[config.mk]
export PLATFORM = sky130hd
export DESIGN_NAME = bus_timer_slave
export DESIGN_NICKNAME = d
export VERILOG_FILES = /design/src/rtl/bus_timer_slave_pkg.sv /design/src/rtl/bus_slave_ctrl.sv /design/src/rtl/bus_timer_slave.sv
export SDC_FILE = /design/constraint.sdc
export NUM_CORES = 1
export LEC_CHECK = 0
export CORE_UTILIZATION = 45
export CTS_CLUSTER_DIAMETER = 150
export DETAILED_ROUTE_END_ITERATION = 8
export MAX_ROUTING_LAYER = met4
export PLACE_DENSITY_LB_ADDON = 0.1
export REMOVE_ABC_BUFFERS = 1
export SETUP_SLACK_MARGIN = 0.1
export SLEW_MARGIN = 10
export SYNTH_ARGS = -nofsm -noshare
export SYNTH_HDL_FRONTEND = slang
export SYNTH_SLANG_ARGS = --single-unit
[constraint.sdc]
create_clock -name clk -period 3.1 [get_ports clk]
set_input_delay 0.93 -clock clk [delete_from_list [all_inputs] [get_ports clk]]
set_output_delay 0.93 -clock clk [all_outputs]
set_load 0.05 [all_outputs]
[src/rtl/bus_timer_slave_pkg.sv]
// Shared definitions for Bus slaves: register offsets of the timer,
// CTRL bit positions, the generic slave FSM state and a byte-lane merge helper.
package bus_timer_slave_pkg;

   typedef enum logic [1:0] {IDLE, WAIT, ACK} slv_state_e;

   localparam logic [31:0] TIMER_CTRL     = 32'h00;
   localparam logic [31:0] TIMER_PRESCALE = 32'h04;
   localparam logic [31:0] TIMER_COUNT    = 32'h08;
   localparam logic [31:0] TIMER_COMPARE  = 32'h0C;
   localparam logic [31:0] TIMER_STATUS   = 32'h10;

   localparam int CTRL_EN = 0;
   localparam int CTRL_AR = 1;
   localparam int CTRL_IE = 2;

   function automatic logic [31:0] byte_merge(input logic [31:0] old,
                                              input logic [31:0] wd,
                                              input logic [3:0]  ws);
      logic [31:0] m;
      for (int i = 0; i < 4; i++)
         m[8*i +: 8] = ws[i] ? wd[8*i +: 8] : old[8*i +: 8];
      return m;
   endfunction

endpackage

[src/rtl/bus_slave_ctrl.sv]
// Generic Bus slave front end: window decode, IDLE/WAIT/ACK sequencing,
// request latching, one-cycle commit strobe and registered read data.
module bus_slave_ctrl
   import bus_timer_slave_pkg::*;
#(
   parameter logic [31:0] BASE_ADDR   = 32'h1000_0000,
   parameter int          ADDR_BITS   = 5,
   parameter int          WAIT_STATES = 0
) (
   input  logic                 clk,
   input  logic                 resetn,
   input  logic                 valid,
   input  logic [31:0]          addr,
   input  logic [31:0]          wdata,
   input  logic [3:0]           wstrb,
   input  logic [31:0]          rdata_next,
   output logic                 ready,
   output logic [31:0]          rdata,
   output logic                 commit,
   output logic [ADDR_BITS-1:0] offset,
   output logic [ADDR_BITS-1:0] roffset,
   output logic [31:0]          cwdata,
   output logic [3:0]           cwstrb
);

   localparam logic [3:0] WLOAD = (WAIT_STATES > 0) ? 4'(WAIT_STATES - 1) : 4'd0;

   slv_state_e state, state_d;
   logic [3:0] wcnt;
   logic       hit;

   assign hit = valid && (addr[31:ADDR_BITS] == BASE_ADDR[31:ADDR_BITS]);

   // With no wait states the read mux must look at the live address,
   // because the latched copy only exists from the ACK cycle on.
   assign roffset = (state == IDLE) ? addr[ADDR_BITS-1:0] : offset;

   always_comb begin
      state_d = state;
      ready   = 1'b0;
      commit  = 1'b0;
      case (state)
         IDLE: if (hit) state_d = (WAIT_STATES == 0) ? ACK : WAIT;
         WAIT: if (wcnt == 4'd0) state_d = ACK;
         ACK: begin
            ready   = 1'b1;
            commit  = 1'b1;
            state_d = IDLE;
         end
         default: state_d = IDLE;
      endcase
   end

   always_ff @(posedge clk or negedge resetn) begin
      if (!resetn) begin
         state  <= IDLE;
         wcnt   <= 4'd0;
         offset <= '0;
         cwdata <= 32'd0;
         cwstrb <= 4'd0;
         rdata  <= 32'd0;
      end else begin
         state <= state_d;
         if (state == IDLE && hit) begin
            offset <= addr[ADDR_BITS-1:0];
            cwdata <= wdata;
            cwstrb <= wstrb;
            wcnt   <= WLOAD;
         end else if (state == WAIT && wcnt != 4'd0) begin
            wcnt <= wcnt - 4'd1;
         end
         if (state_d == ACK && state != ACK)
            rdata <= rdata_next;
      end
   end

endmodule

[src/rtl/bus_timer_slave.sv]
// Memory-mapped prescaled 32-bit timer with compare, sticky match flag
// and a registered level interrupt, answering on its Bus address window.
module bus_timer_slave
   import bus_timer_slave_pkg::*;
#(
   parameter logic [31:0] BASE_ADDR   = 32'h1000_0000,
   parameter int          ADDR_BITS   = 5,
   parameter int          WAIT_STATES = 0
) (
   input  logic        clk,
   input  logic        resetn,
   input  logic        valid,
   input  logic        instr,
   input  logic [31:0] addr,
   input  logic [31:0] wdata,
   input  logic [3:0]  wstrb,
   output logic        ready,
   output logic [31:0] rdata,
   output logic        irq
);

   logic                 commit, wr, tick, cmp_hit;
   logic [ADDR_BITS-1:0] offset, roffset;
   logic [31:0]          cwdata, rdata_next, woff, roff;
   logic [3:0]           cwstrb;
   logic                 en, ar, ie, match;
   logic [15:0]          presc, pcnt;
   logic [31:0]          count, compare, count_m, compare_m;
   logic                 unused_instr;

   assign unused_instr = instr;

   bus_slave_ctrl #(
      .BASE_ADDR(BASE_ADDR), .ADDR_BITS(ADDR_BITS), .WAIT_STATES(WAIT_STATES)
   ) u_ctrl (
      .clk(clk), .resetn(resetn), .valid(valid), .addr(addr), .wdata(wdata),
      .wstrb(wstrb), .rdata_next(rdata_next), .ready(ready), .rdata(rdata),
      .commit(commit), .offset(offset), .roffset(roffset), .cwdata(cwdata),
      .cwstrb(cwstrb)
   );

   assign wr        = commit && (cwstrb != 4'd0);
   assign woff      = 32'(offset) & ~32'h3;
   assign roff      = 32'(roffset) & ~32'h3;
   assign tick      = en && (pcnt == presc);
   assign cmp_hit   = tick && (count == compare);
   assign count_m   = byte_merge(count, cwdata, cwstrb);
   assign compare_m = byte_merge(compare, cwdata, cwstrb);

   always_comb begin
      rdata_next = 32'd0;
      case (roff)
         TIMER_CTRL:     rdata_next = {29'd0, ie, ar, en};
         TIMER_PRESCALE: rdata_next = {16'd0, presc};
         TIMER_COUNT:    rdata_next = count;
         TIMER_COMPARE:  rdata_next = compare;
         TIMER_STATUS:   rdata_next = {31'd0, match};
         default:        rdata_next = 32'd0;
      endcase
   end

   always_ff @(posedge clk or negedge resetn) begin
      if (!resetn) begin
         en      <= 1'b0;
         ar      <= 1'b0;
         ie      <= 1'b0;
         presc   <= 16'd0;
         pcnt    <= 16'd0;
         count   <= 32'd0;
         compare <= 32'd0;
         match   <= 1'b0;
         irq     <= 1'b0;
      end else begin
         pcnt <= (!en || tick) ? 16'd0 : pcnt + 16'd1;
         if (tick)
            count <= (cmp_hit && ar) ? 32'd0 : count + 32'd1;
         // Bus writes come after the tick update so a COUNT write wins.
         if (wr) begin
            case (woff)
               TIMER_CTRL: if (cwstrb[0]) begin
                  en <= cwdata[CTRL_EN];
                  ar <= cwdata[CTRL_AR];
                  ie <= cwdata[CTRL_IE];
               end
               TIMER_PRESCALE: begin
                  if (cwstrb[0]) presc[7:0]  <= cwdata[7:0];
                  if (cwstrb[1]) presc[15:8] <= cwdata[15:8];
               end
               TIMER_COUNT:   count   <= count_m;
               TIMER_COMPARE: compare <= compare_m;
               default: ;
            endcase
         end
         if (cmp_hit)
            match <= 1'b1;
         else if (wr && woff == TIMER_STATUS && cwstrb[0] && cwdata[0])
            match <= 1'b0;
         irq <= match & ie;
      end
   end

endmodule
==> flow_results.xml, run 1 <==
<?xml version="1.0" encoding="UTF-8"?>
<metrics>
  <group name="pwr">
    <metric name="power.share.switching" unit="%">22.59</metric>
    <metric name="cellLeakagePower" unit="nW">4.932</metric>
    <metric name="power_density" unit="mW/mm^2">411.2</metric>
    <metric name="clock_power_share" unit="%">45.5</metric>
    <metric name="peakVddDrop" unit="mV">0.3285</metric>
    <metric name="net-switching-power" unit="mW">1.037</metric>
    <metric name="power.combinational.fraction" unit="%">3.9</metric>
    <metric name="power.internal" unit="mW">3.553</metric>
    <metric name="relative_contribution_of_sequential_cells_to_total_power" unit="%">50.6</metric>
  </group>
  <group name="clocking">
    <metric name="clk_root_buffer_cell" unit="">sky130_fd_sc_hd__clkbuf_16</metric>
    <metric name="clockBufferDepth" unit="">2</metric>
    <metric name="cts_max_level" unit="">4</metric>
    <metric name="numCtsBuffers" unit="">17</metric>
    <metric name="postCtsHoldBufs" unit="">0</metric>
    <metric name="numClockSinks" unit="">178</metric>
    <metric name="post_cts_buffers" unit="">0</metric>
    <metric name="clk_latency" unit="ns">0.43</metric>
    <metric name="cts_tree" unit="">built</metric>
    <metric name="path_clk_slew" unit="ns">0.07</metric>
  </group>
  <group name="global_routing">
    <metric name="grt_pass1_vias" unit="">7173</metric>
    <metric name="grt_overflow" unit="">0</metric>
    <metric name="grt_max_degree" unit="">61</metric>
    <metric name="grt_usage" unit="%">25.79</metric>
    <metric name="grt_pass1_wl" unit="um">39140</metric>
    <metric name="antenna_found_initial" unit="">0</metric>
  </group>
  <group name="timing">
    <metric name="max_freq" unit="MHz">357.1</metric>
    <metric name="rsz0062_at_grt" unit="">no</metric>
    <metric name="maxSlewHeadroom" unit="%">16.88</metric>
    <metric name="final_max_slew_viol_count" unit="">0</metric>
    <metric name="fin_worst_skew" unit="ns">0.01167</metric>
    <metric name="final.setup.tns" unit="ns">0</metric>
    <metric name="setup_viol_count_final" unit="">0</metric>
    <metric name="worstMarginPinSlew" unit="ns">1.244</metric>
    <metric name="fin_crit" unit="ns">2.801</metric>
    <metric name="fin_crit_sh" unit="%">90.35</metric>
    <metric name="finalWorstSetupSlack" unit="ns">0.2993</metric>
    <metric name="finalHoldViolCount" unit="">0</metric>
  </group>
  <group name="finish">
    <metric name="antennaDiodeCount" unit="">0</metric>
    <metric name="final_layout_size_suffix_gt1_share" unit="%">18.13</metric>
    <metric name="layout-area-overhead-vs-synth" unit="%">21.74</metric>
    <metric name="layout.core_utilization" unit="%">56.60</metric>
    <metric name="fill_cells" unit="">1705</metric>
    <metric name="finish.net_count" unit="">1029</metric>
  </group>
  <group name="drt">
    <metric name="routedWlPerCell" unit="um">20.09</metric>
    <metric name="remaining_number_of_nets_flagged_by_the_antenna_check_after_routing" unit="">0</metric>
    <metric name="drt_pre_antenna_iters" unit="">4</metric>
    <metric name="drc_errors" unit="">0</metric>
    <metric name="vias_per_cell" unit="">5.693</metric>
    <metric name="route.vias.total" unit="">7002</metric>
    <metric name="iteration_0_drc_count_of_the_detailed_router" unit="">334</metric>
    <metric name="postRouteWirelength" unit="um">24720</metric>
  </group>
  <group name="die">
    <metric name="top_level_ports" unit="">106</metric>
    <metric name="chipWidth" unit="um">144.7</metric>
    <metric name="core-area" unit="sq mm">0.01972</metric>
    <metric name="initial_utilization" unit="%">46.49</metric>
    <metric name="placementRows" unit="">51</metric>
    <metric name="die_area" unit="sq mm">0.02095</metric>
    <metric name="die_span_in_y" unit="um">144.7</metric>
  </group>
  <group name="place">
    <metric name="preCtsSetupSlack" unit="ns">0.02171</metric>
    <metric name="dp.final_hpwl" unit="um">18240</metric>
    <metric name="final_estimated_routing_congestion_in_global_placement" unit="">0.8949</metric>
    <metric name="place.port_buffers" unit="">102</metric>
  </group>
  <group name="synth">
    <metric name="synth_enable_flop_cells" unit="">0</metric>
    <metric name="synth_mux_area_share" unit="%">16.38</metric>
    <metric name="synth_top_family_by_area" unit="">multiplexers</metric>
    <metric name="synth-compound-area-share" unit="%">7.793</metric>
    <metric name="postSynth.asyncResetShare" unit="%">100.0</metric>
    <metric name="ys.warnings.count" unit="">0</metric>
    <metric name="synth-seq-area-share" unit="%">48.59</metric>
    <metric name="adder_and_majority_gate_portion_of_the_synthesized_area" unit="%">0.5459</metric>
    <metric name="synth_xor_xnor_area_share" unit="%">7.261</metric>
    <metric name="synth_area" unit="sq mm">0.009168</metric>
    <metric name="synth_area_per_cell" unit="sq um">10.82</metric>
    <metric name="simple_gate_area_share_of_the_yosys_netlist" unit="%">15.89</metric>
    <metric name="postSynthCellCount" unit="">847</metric>
    <metric name="ys_dominant_reg_cell" unit="">sky130_fd_sc_hd__dfrtp_1</metric>
    <metric name="yosys.cell_types.count" unit="">61</metric>
    <metric name="synth-seq-cells" unit="">178</metric>
  </group>
  <group name="critical_path">
    <metric name="cp.arrival" unit="ns">3.11</metric>
    <metric name="worst_setup_path_end_kind" unit="">flip-flop</metric>
    <metric name="crit_path_kind" unit="">reg2reg</metric>
    <metric name="worstPathRequired" unit="ns">3.41</metric>
    <metric name="cp-start-kind" unit="">flip-flop</metric>
    <metric name="worst-path-max-fanout" unit="">21</metric>
  </group>
  <group name="worst_hold_path">
    <metric name="hold_path.class" unit="">in2async</metric>
  </group>
  <group name="status">
    <metric name="run_status" unit="">finished clean</metric>
  </group>
  <group name="job">
    <metric name="cap_viol_max_count" unit="">0</metric>
  </group>
</metrics>
[Yosys cell counts (all sizes together), types with 6 or more instances]
| cell type | count | area share (%) |
|---|---|---|
| dfrtp | 178 | 49 |
| mux2 | 89 | 11 |
| nand2 | 72 | 2.9 |
| nor2 | 49 | 2.1 |
| mux2i | 45 | 5.0 |
| o21ai | 43 | 2.3 |
| xnor2 | 42 | 4.0 |
| nand4 | 35 | 2.8 |
| xor2 | 34 | 3.2 |
| clkbuf | 26 | 1.1 |
| nand3 | 26 | 1.4 |
| nor4 | 24 | 1.6 |
| buf | 23 | 1.7 |
| a21oi | 19 | 1.0 |
| inv | 18 | 0.74 |
| a31oi | 13 | 0.89 |
| o22ai | 13 | 0.89 |
| and3 | 12 | 0.85 |
| or3 | 9 | 0.61 |
| and2 | 8 | 0.57 |
| o211ai | 8 | 0.66 |
| nand2b | 7 | 0.48 |
| nor3 | 6 | 0.45 |
[registers in the layout (all words and copies together) (netlist names)]
name           count
ar                 1
compare           32
count             32
en                 1
ie                 1
irq                1
match              1
pcnt              16
presc             16
u_ctrl.cwdata     32
u_ctrl.cwstrb      4
u_ctrl.offset      3
u_ctrl.rdata      32
u_ctrl.state       2
u_ctrl.wcnt        4
[per-layer routing]
metal | share of wire [%] | up-vias | GRT usage [%]
met5 | 0 | - | -
met4 | 2.6 | 0 | 9.197
met3 | 3.1 | 37 | 4.014
met2 | 50 | 135 | 42.13
met1 | 45 | 3552 | 32.56
li1 | - | 3278 | -
[per-stage QoR]
stage               power (mW)  cells  hold slack [ns]  cell area [sq um]
floorplan                2.396    798           0.4711               8910
global placement         2.546   1199           0.4632              10590
detailed placement       2.550   1199           0.4688              10590
CTS                      4.637   1230           0.4715              11160
global route             4.743   1230           0.4773              11160
finish                   4.590   1230           0.4489              11160
[what timing repair did]
item,CTS,global route
gates resized for setup,0,1
setup endpoints to repair,0,1
endpoints found under the hold margin,0,0
[cell usage in the layout (no fill, tap or decap), drive strengths merged, types with 3 or more instances in the layout]
| master | count |
|---|---|
| nand2b | 7 |
| clkinvlp | 6 |
| nand2 | 72 |
| mux2 | 89 |
| buf | 35 |
| o211ai | 8 |
| nand4 | 35 |
| nor3 | 6 |
| and4 | 3 |
| a221o | 3 |
| or4 | 3 |
| o22ai | 13 |
| nand4b | 5 |
| nor3b | 3 |
| nor2b | 3 |
| a31o | 3 |
| ha | 4 |
| inv | 22 |
| dfrtp | 178 |
| a31oi | 13 |
| xor2 | 34 |
| or3 | 9 |
| and3 | 12 |
| clkdlybuf4s50 | 100 |
| xnor2 | 42 |
| o21ai | 43 |
| and2 | 8 |
| mux2i | 45 |
| nor4b | 3 |
| nor2 | 49 |
| nor4 | 24 |
| nand3 | 26 |
| o221ai | 3 |
| a21oi | 19 |
| clkbuf | 18 |
[area by class of cell]
type	instances	area [sq um]	area share, %
clock inverter	13	126.4	1.132
clock buffer	18	439.2	3.935
multi-input combinational	602	4412	39.53
timing repair buffer	136	1330	11.92
sequential	178	4454	39.91
inverter	18	67.56	0.6054
tap	265	331.6	2.971
[power groups by stage]
stage	clock network (mW)	logic, mW	registers, mW
6_report	2.09	0.180	2.32
5_1_grt	2.23	0.197	2.32
4_1_cts	2.13	0.185	2.32
3_5_place_dp	0	0.184	2.37
3_3_place_gp	0	0.180	2.37
2_1_floorplan	0	0.0291	2.37
[cell families after synthesis]
group	after synthesis
flops	178
compound gates	116
mux	136
simple gates	270
xor+xnor	76
buf+inv	67
fa+ha+maj	4
[worst max-delay path: stages (launching register included)]
cell and delay (ns):
sky130_fd_sc_hd__dfrtp_1 0.46, sky130_fd_sc_hd__xor2_1 0.19, sky130_fd_sc_hd__nor4_1 0.50, sky130_fd_sc_hd__nand4_1 0.25, sky130_fd_sc_hd__buf_12 0.23, sky130_fd_sc_hd__or4_4 0.54, sky130_fd_sc_hd__a31o_1 0.24, sky130_fd_sc_hd__a221o_1 0.28
[worst paths after layout]
path | from | endpoint | slack [ns] | depth (start not counted)
max in group asynchronous | resetn | pcnt[1] | 1.85 | 2
min in group clk | u_ctrl.rdata[7] | u_ctrl.rdata[7] | 0.48 | 2
hold reg to reg | u_ctrl.rdata[7] | u_ctrl.rdata[7] | 0.48 | 2
hold / removal | resetn | pcnt[8] | 0.45 | 1
setup / recovery | pcnt[6] | count[25] | 0.30 | 7
setup reg to reg | pcnt[6] | count[25] | 0.30 | 7
No activity file was read; power rests on OpenSTA's default activity.
==> run 2: changes to the inputs <==
Settings changed: GPL_TIMING_DRIVEN from default to 0.
==> run 2 against run 1 <==
- die area unchanged
- worst hold slack better by 0.032 ns
- global-route usage down 0.71 points
- via count up 0.31%
- first-iteration DRC count up 48%
- critical endpoint is now count[2]
- largest power group unchanged
==> flow_results.xml, run 2 (synthesis gave the netlist of run 1 again) <==
<?xml version="1.0" encoding="UTF-8"?>
<metrics>
  <group name="clocking">
    <metric name="path_clk_slew" unit="ns">0.07</metric>
    <metric name="cts_max_level" unit="">4</metric>
    <metric name="cts_tree" unit="">built</metric>
    <metric name="clk_latency" unit="ns">0.44</metric>
    <metric name="postCtsHoldBufs" unit="">0</metric>
    <metric name="numClockSinks" unit="">178</metric>
    <metric name="numCtsBuffers" unit="">17</metric>
    <metric name="clockBufferDepth" unit="">2</metric>
    <metric name="clk_root_buffer_cell" unit="">sky130_fd_sc_hd__clkbuf_16</metric>
  </group>
  <group name="critical_path">
    <metric name="worst-path-max-fanout" unit="">14</metric>
    <metric name="crit_path_kind" unit="">reg2reg</metric>
    <metric name="timing.critical_path.slowest_stage_cell" unit="">sky130_fd_sc_hd__nor4_2</metric>
    <metric name="worstPathRequired" unit="ns">3.42</metric>
    <metric name="timing.critical_path.buf_inv" unit="">0</metric>
    <metric name="path_delay_family" unit="">simple AND/OR/NAND/NOR gates</metric>
    <metric name="worst_setup_path_end_kind" unit="">flip-flop</metric>
    <metric name="startpoint_of_the_most_critical_setup_path" unit="">count[20]</metric>
    <metric name="cp.arrival" unit="ns">3.23</metric>
    <metric name="crit_path_cell_trace" unit="">xnor2_1 &gt; nand4_1 &gt; nor4_2 &gt; nand4_4 &gt; a31o_2 &gt; a221o_1</metric>
    <metric name="reg2reg_from" unit="">count[20]</metric>
    <metric name="cpPeakStageDelay" unit="ns">0.77</metric>
    <metric name="cp-start-kind" unit="">flip-flop</metric>
  </group>
  <group name="place">
    <metric name="dp.final_hpwl" unit="um">16910</metric>
    <metric name="final_estimated_routing_congestion_in_global_placement" unit="">0.8657</metric>
    <metric name="preCtsSetupSlack" unit="ns">-1.004</metric>
    <metric name="place.port_buffers" unit="">102</metric>
  </group>
  <group name="drt">
    <metric name="route.vias.total" unit="">7024</metric>
    <metric name="drc_errors" unit="">0</metric>
    <metric name="vias_per_cell" unit="">5.810</metric>
    <metric name="postRouteWirelength" unit="um">24330</metric>
    <metric name="routedWlPerCell" unit="um">20.12</metric>
    <metric name="remaining_number_of_nets_flagged_by_the_antenna_check_after_routing" unit="">0</metric>
    <metric name="drt_pre_antenna_iters" unit="">7</metric>
    <metric name="iteration_0_drc_count_of_the_detailed_router" unit="">494</metric>
  </group>
  <group name="status">
    <metric name="run_status" unit="">finished clean</metric>
  </group>
  <group name="finish">
    <metric name="antennaDiodeCount" unit="">0</metric>
    <metric name="layout-area-overhead-vs-synth" unit="%">21.78</metric>
    <metric name="commonest_non_fill_non_tap_cell_in_the_layout" unit="">sky130_fd_sc_hd__dfrtp_1</metric>
    <metric name="fill_cells" unit="">1681</metric>
    <metric name="final_layout_size_suffix_gt1_share" unit="%">17.69</metric>
    <metric name="mostFrequentLayoutCells" unit="">sky130_fd_sc_hd__dfrtp_1, sky130_fd_sc_hd__clkdlybuf4s50_1, sky130_fd_sc_hd__mux2_2, sky130_fd_sc_hd__nand2_1, sky130_fd_sc_hd__nor2_1</metric>
    <metric name="layout.core_utilization" unit="%">56.62</metric>
    <metric name="finish.net_count" unit="">1008</metric>
  </group>
  <group name="timing">
    <metric name="worstMarginPinSlew" unit="ns">0.8223</metric>
    <metric name="fin_hold_ws" unit="ns">0.4805</metric>
    <metric name="rsz0062_at_grt" unit="">no</metric>
    <metric name="finalWorstSetupSlack" unit="ns">0.1867</metric>
    <metric name="fin_crit_sh" unit="%">93.98</metric>
    <metric name="fin_crit" unit="ns">2.913</metric>
    <metric name="finalHoldViolCount" unit="">0</metric>
    <metric name="maxSlewHeadroom" unit="%">44.72</metric>
    <metric name="max_freq" unit="MHz">343.2</metric>
    <metric name="fin_worst_skew" unit="ns">0.009330</metric>
    <metric name="final_max_slew_viol_count" unit="">0</metric>
    <metric name="setup_viol_count_final" unit="">0</metric>
  </group>
  <group name="pwr">
    <metric name="power_density" unit="mW/mm^2">412.2</metric>
    <metric name="peakVddDrop" unit="mV">0.3680</metric>
    <metric name="post-layout-total-power" unit="mW">4.602</metric>
    <metric name="cellLeakagePower" unit="nW">4.875</metric>
  </group>
  <group name="die">
    <metric name="core-area" unit="sq mm">0.01972</metric>
    <metric name="top_level_ports" unit="">106</metric>
    <metric name="placementRows" unit="">51</metric>
    <metric name="chipWidth" unit="um">144.7</metric>
    <metric name="die_area" unit="sq mm">0.02095</metric>
    <metric name="die_span_in_y" unit="um">144.7</metric>
    <metric name="initial_utilization" unit="%">46.49</metric>
  </group>
  <group name="global_routing">
    <metric name="met1_usage" unit="%">31.06</metric>
    <metric name="grt_pass1_wl" unit="um">38340</metric>
    <metric name="grt_max_degree" unit="">104</metric>
    <metric name="antenna_found_initial" unit="">0</metric>
    <metric name="grt_use_met2" unit="%">41.27</metric>
    <metric name="grt_pass1_vias" unit="">7136</metric>
    <metric name="grt_overflow" unit="">0</metric>
    <metric name="grt_busiest_layer" unit="">met2</metric>
    <metric name="groute.layer.met3.usage" unit="%">4.179</metric>
    <metric name="grt_usage" unit="%">25.08</metric>
  </group>
  <group name="job">
    <metric name="cap_viol_max_count" unit="">0</metric>
  </group>
  <group name="worst_hold_path">
    <metric name="hold_path.startpoint" unit="">u_ctrl.rdata[7]</metric>
    <metric name="hold_path.class" unit="">reg2reg</metric>
  </group>
</metrics>
[run 2: cell types whose count changed in the layout (fill, tap and decap cells not counted), sizes merged]
cell          delta
dlymetal6s2s     -1
nand4            +2
clkbuf           +1
dlygate4sd2      +1
buf             -24
clkinv           +1
clkinvlp         -1
[run 2: through the flow]
step | instances | area, sq um | TNS (ns)
after global routing | 1209 | 11160 | 0
after floorplan | 798 | 8910 | -14.96
after detailed placement | 1171 | 10440 | -51.62
after CTS | 1207 | 11110 | 0
final | 1209 | 11160 | 0
after global placement | 1165 | 10260 | -1219.42
[run 2: final cells by class]
cell class / count / area [sq um] / share of cell area [%]
well taps: 265 / 331.6 / 2.970
inverters: 18 / 67.56 / 0.6052
clock buffers: 18 / 439.2 / 3.934
clock inverters: 13 / 127.6 / 1.143
multi-input cells: 604 / 4543 / 40.69
flip-flops and latches: 178 / 4454 / 39.90
repair buffers: 113 / 1201 / 10.76
[run 2: path summary, 6_finish.rpt]
check	slack, ns	cells after the start	endpoint
max	0.19	6	count[2]
min	0.48	2	u_ctrl.rdata[7]
max reg2reg	0.19	6	count[2]
min reg2reg	0.48	2	u_ctrl.rdata[7]
max in group asynchronous	1.69	2	count[26]
min in group asynchronous	0.56	1	u_ctrl.rdata[9]
[run 2: layer usage]
| metal | routed length, um | part of all wire (%) | up-vias |
|---|---|---|---|
| met4 | 569 | 2.3 | 0 |
| met2 | 12120 | 50 | 193 |
| met3 | 1047 | 4.3 | 43 |
| met5 | 0 | 0 | - |
| met1 | 10590 | 44 | 3556 |
| li1 | - | - | 3232 |
[run 2: timing repair]
item                       4_1_cts  5_1_grt
setup endpoints to repair       60       50
cloned                           1        1
gates resized for setup         16        8
hold endpoints to repair         0        0
setup buffers                    4        1
pin swaps                        2        2
[run 2: tightest hold or removal path, cell delays in order (launching register included)]
cell and delay, ns:
sky130_fd_sc_hd__dfrtp_1 0.35, sky130_fd_sc_hd__nand2_1 0.04, sky130_fd_sc_hd__o21ai_0 0.06
[run 2: power by group]
part / internal (mW) / switching, mW
sequential: 2.32 / 0.000000242
clock: 1.14 / 0.963
combinational: 0.100 / 0.0816
==> run 3: changes to the inputs <==
Settings changed: ABC_CLOCK_PERIOD_IN_PS from default to 3100, SYNTH_HIERARCHICAL from default to 1.
==> run 3 against run 2 <==
- clock power is 3% higher
- non-clock buffer count is 2 higher
- worst hold slack better by 0.015 ns
- wire length is 0.52% lower
- largest cell class unchanged
- highest routed layer unchanged
- design area is 1.4% higher
- count of clock-buffer cells in the layout is 1 lower
==> flow_results.xml, run 3 <==
<?xml version="1.0" encoding="UTF-8"?>
<metrics>
  <group name="drt">
    <metric name="iteration_0_drc_count_of_the_detailed_router" unit="">501</metric>
    <metric name="m1WireLength" unit="um">10660</metric>
    <metric name="drt_pre_antenna_iters" unit="">5</metric>
    <metric name="detailroute.wirelength.met3" unit="um">1312</metric>
    <metric name="drc_errors" unit="">0</metric>
    <metric name="postRouteWirelength" unit="um">24200</metric>
    <metric name="highest-signal-layer" unit="">met4</metric>
    <metric name="met2RoutedLength" unit="um">11720</metric>
    <metric name="vias_per_cell" unit="">5.853</metric>
    <metric name="remaining_number_of_nets_flagged_by_the_antenna_check_after_routing" unit="">0</metric>
    <metric name="route.vias.total" unit="">7152</metric>
    <metric name="routedWlPerCell" unit="um">19.80</metric>
  </group>
  <group name="critical_path">
    <metric name="worst-path-max-fanout" unit="">17</metric>
    <metric name="cp-start-kind" unit="">flip-flop</metric>
    <metric name="reg2reg_setup_slack" unit="ns">0.19</metric>
    <metric name="reg2reg_from" unit="">count[9]</metric>
    <metric name="startpoint_of_the_most_critical_setup_path" unit="">count[9]</metric>
    <metric name="cp.arrival" unit="ns">3.21</metric>
    <metric name="crit_path_kind" unit="">reg2reg</metric>
    <metric name="worstPathRequired" unit="ns">3.40</metric>
    <metric name="number_of_cell_instances_on_the_worst_register_to_register_path" unit="">6</metric>
    <metric name="worstReg2RegEnd" unit="">count[7]</metric>
    <metric name="worst_setup_path_end_kind" unit="">flip-flop</metric>
  </group>
  <group name="timing">
    <metric name="setup_viol_count_final" unit="">0</metric>
    <metric name="rsz0062_at_grt" unit="">no</metric>
    <metric name="fin_worst_skew" unit="ns">0.01125</metric>
    <metric name="final_max_slew_viol_count" unit="">0</metric>
    <metric name="finalHoldViolCount" unit="">0</metric>
    <metric name="fin_crit" unit="ns">2.912</metric>
    <metric name="fin_crit_sh" unit="%">93.93</metric>
    <metric name="worstMarginPinSlew" unit="ns">1.189</metric>
    <metric name="maxSlewHeadroom" unit="%">20.72</metric>
    <metric name="final.setup.tns" unit="ns">0</metric>
    <metric name="max_freq" unit="MHz">343.4</metric>
  </group>
  <group name="pwr">
    <metric name="post-layout-total-power" unit="mW">4.661</metric>
    <metric name="net-switching-power" unit="mW">1.055</metric>
    <metric name="cellLeakagePower" unit="nW">4.957</metric>
    <metric name="power.combinational.fraction" unit="%">3.8</metric>
    <metric name="power.internal" unit="mW">3.606</metric>
    <metric name="relative_contribution_of_sequential_cells_to_total_power" unit="%">49.8</metric>
    <metric name="peakVddDrop" unit="mV">0.3069</metric>
    <metric name="clock_power_share" unit="%">46.4</metric>
    <metric name="power_density" unit="mW/mm^2">411.6</metric>
    <metric name="power.share.switching" unit="%">22.63</metric>
  </group>
  <group name="synth">
    <metric name="ys.warnings.count" unit="">6</metric>
    <metric name="postSynthCellCount" unit="">861</metric>
    <metric name="synth_area" unit="sq mm">0.009468</metric>
    <metric name="synth_area_per_cell" unit="sq um">11.00</metric>
  </group>
  <group name="clocking">
    <metric name="numCtsBuffers" unit="">17</metric>
    <metric name="clk_root_buffer_cell" unit="">sky130_fd_sc_hd__clkbuf_16</metric>
    <metric name="numClockSinks" unit="">178</metric>
    <metric name="path_clk_slew" unit="ns">0.07</metric>
    <metric name="cts_max_level" unit="">4</metric>
    <metric name="clockBufferDepth" unit="">2</metric>
    <metric name="clk_latency" unit="ns">0.44</metric>
    <metric name="cts_tree" unit="">built</metric>
  </group>
  <group name="global_routing">
    <metric name="grt_usage" unit="%">24.03</metric>
    <metric name="grt_pass1_vias" unit="">7315</metric>
    <metric name="grt_max_degree" unit="">114</metric>
    <metric name="grt_pass1_wl" unit="um">39390</metric>
    <metric name="grt_overflow" unit="">0</metric>
    <metric name="antenna_found_initial" unit="">0</metric>
  </group>
  <group name="finish">
    <metric name="mostFrequentLayoutCells" unit="">sky130_fd_sc_hd__dfrtp_1, sky130_fd_sc_hd__clkdlybuf4s50_1, sky130_fd_sc_hd__mux2_2, sky130_fd_sc_hd__nor2_1, sky130_fd_sc_hd__nand3_1</metric>
    <metric name="finish.net_count" unit="">1015</metric>
    <metric name="layout.core_utilization" unit="%">55.44</metric>
    <metric name="post-route-cell-area" unit="sq mm">0.01133</metric>
    <metric name="commonest_non_fill_non_tap_cell_in_the_layout" unit="">sky130_fd_sc_hd__dfrtp_1</metric>
    <metric name="antennaDiodeCount" unit="">0</metric>
    <metric name="final_layout_size_suffix_gt1_share" unit="%">17.33</metric>
    <metric name="layout-area-overhead-vs-synth" unit="%">19.63</metric>
  </group>
  <group name="die">
    <metric name="die_span_in_y" unit="um">147.1</metric>
    <metric name="placementRows" unit="">52</metric>
    <metric name="initial_utilization" unit="%">46.34</metric>
    <metric name="core-area" unit="sq mm">0.02043</metric>
    <metric name="die_area" unit="sq mm">0.02162</metric>
    <metric name="top_level_ports" unit="">106</metric>
    <metric name="chipWidth" unit="um">147.1</metric>
  </group>
  <group name="job">
    <metric name="cap_viol_max_count" unit="">0</metric>
  </group>
  <group name="place">
    <metric name="final_estimated_routing_congestion_in_global_placement" unit="">0.8509</metric>
    <metric name="dp.final_hpwl" unit="um">16840</metric>
    <metric name="place.port_buffers" unit="">102</metric>
    <metric name="placed_area" unit="sq mm">0.01066</metric>
  </group>
  <group name="worst_hold_path">
    <metric name="whs_path_depth" unit="">1</metric>
    <metric name="min_to" unit="">u_ctrl/cwdata[13]</metric>
    <metric name="hold_path.startpoint" unit="">u_ctrl/cwdata[13]</metric>
    <metric name="hold_path.class" unit="">reg2reg</metric>
  </group>
  <group name="status">
    <metric name="run_status" unit="">finished clean</metric>
  </group>
</metrics>
## run 3: cell types whose count changed in the layout (fill, tap and decap cells not counted), moves of 9 or more
cell	change
sky130_fd_sc_hd__mux2i_1	-21
sky130_fd_sc_hd__mux2_1	+34
sky130_fd_sc_hd__o21ai_0	-17
sky130_fd_sc_hd__o211ai_1	+12
sky130_fd_sc_hd__nand3_1	+18
sky130_fd_sc_hd__nand2_1	-38
sky130_fd_sc_hd__nor2_1	+9
sky130_fd_sc_hd__a22oi_1	+15
## run 3: through the flow
step | cells | setup slack [ns] | hold slack, ns
CTS | 1215 | 0.09777 | 0.4994
floorplan | 804 | -0.3052 | 0.4581
global placement | 1176 | -6.238 | 0.4804
finish | 1222 | 0.1881 | 0.4958
global route | 1222 | 0.1091 | 0.5225
detailed placement | 1183 | -1.341 | 0.4830
## run 3: worst max-delay path by stage
stage	endpoint	cells after the start
3_3_place_gp	u_ctrl/cwdata[27]	1
2_1_floorplan	count[16]	6
3_5_place_dp	count[27]	6
5_1_grt	count[15]	6
6_report	count[7]	6
4_1_cts	count[27]	6
## run 3: critical path: stages (launching register included)
cell and delay [ns]:
sky130_fd_sc_hd__dfrtp_1 0.45, sky130_fd_sc_hd__xnor2_1 0.37, sky130_fd_sc_hd__nand4_1 0.20, sky130_fd_sc_hd__nor4_2 0.70, sky130_fd_sc_hd__nand4_2 0.64, sky130_fd_sc_hd__nand4b_1 0.30
sky130_fd_sc_hd__o211ai_1 0.13
## run 3: cell type report
class / instances / area (sq um)
timing repair buffer: 115 / 1190
fill: 1811 / 9104
clock inverter: 15 / 153.9
inverter: 26 / 97.59
tap: 270 / 337.8
clock buffer: 17 / 425.4
multi-input combinational: 601 / 4667
sequential: 178 / 4454
## run 3: power by group through the flow
stage               registers [mW]  clock network [mW]  logic, mW
floorplan                     2.37                   0     0.0281
global placement              2.37                   0      0.172
detailed placement            2.37                   0      0.181
CTS                           2.32                2.21      0.182
global route                  2.32                2.31      0.194
finish                        2.32                2.16      0.177
## run 3: metal layers
layer  up-vias  track usage (%)
met5         -                -
met4         0            7.784
met3        35            4.255
met2       242            37.95
met1      3582            31.37
li1       3293                -
## run 3: repair_timing
item                       in CTS  in global routing
gates resized for setup         7                  2
setup buffers                   0                  6
setup endpoints to repair      47                 51
pin swaps                       1                  3
cloned                          0                  1
hold buffers                    0                  0
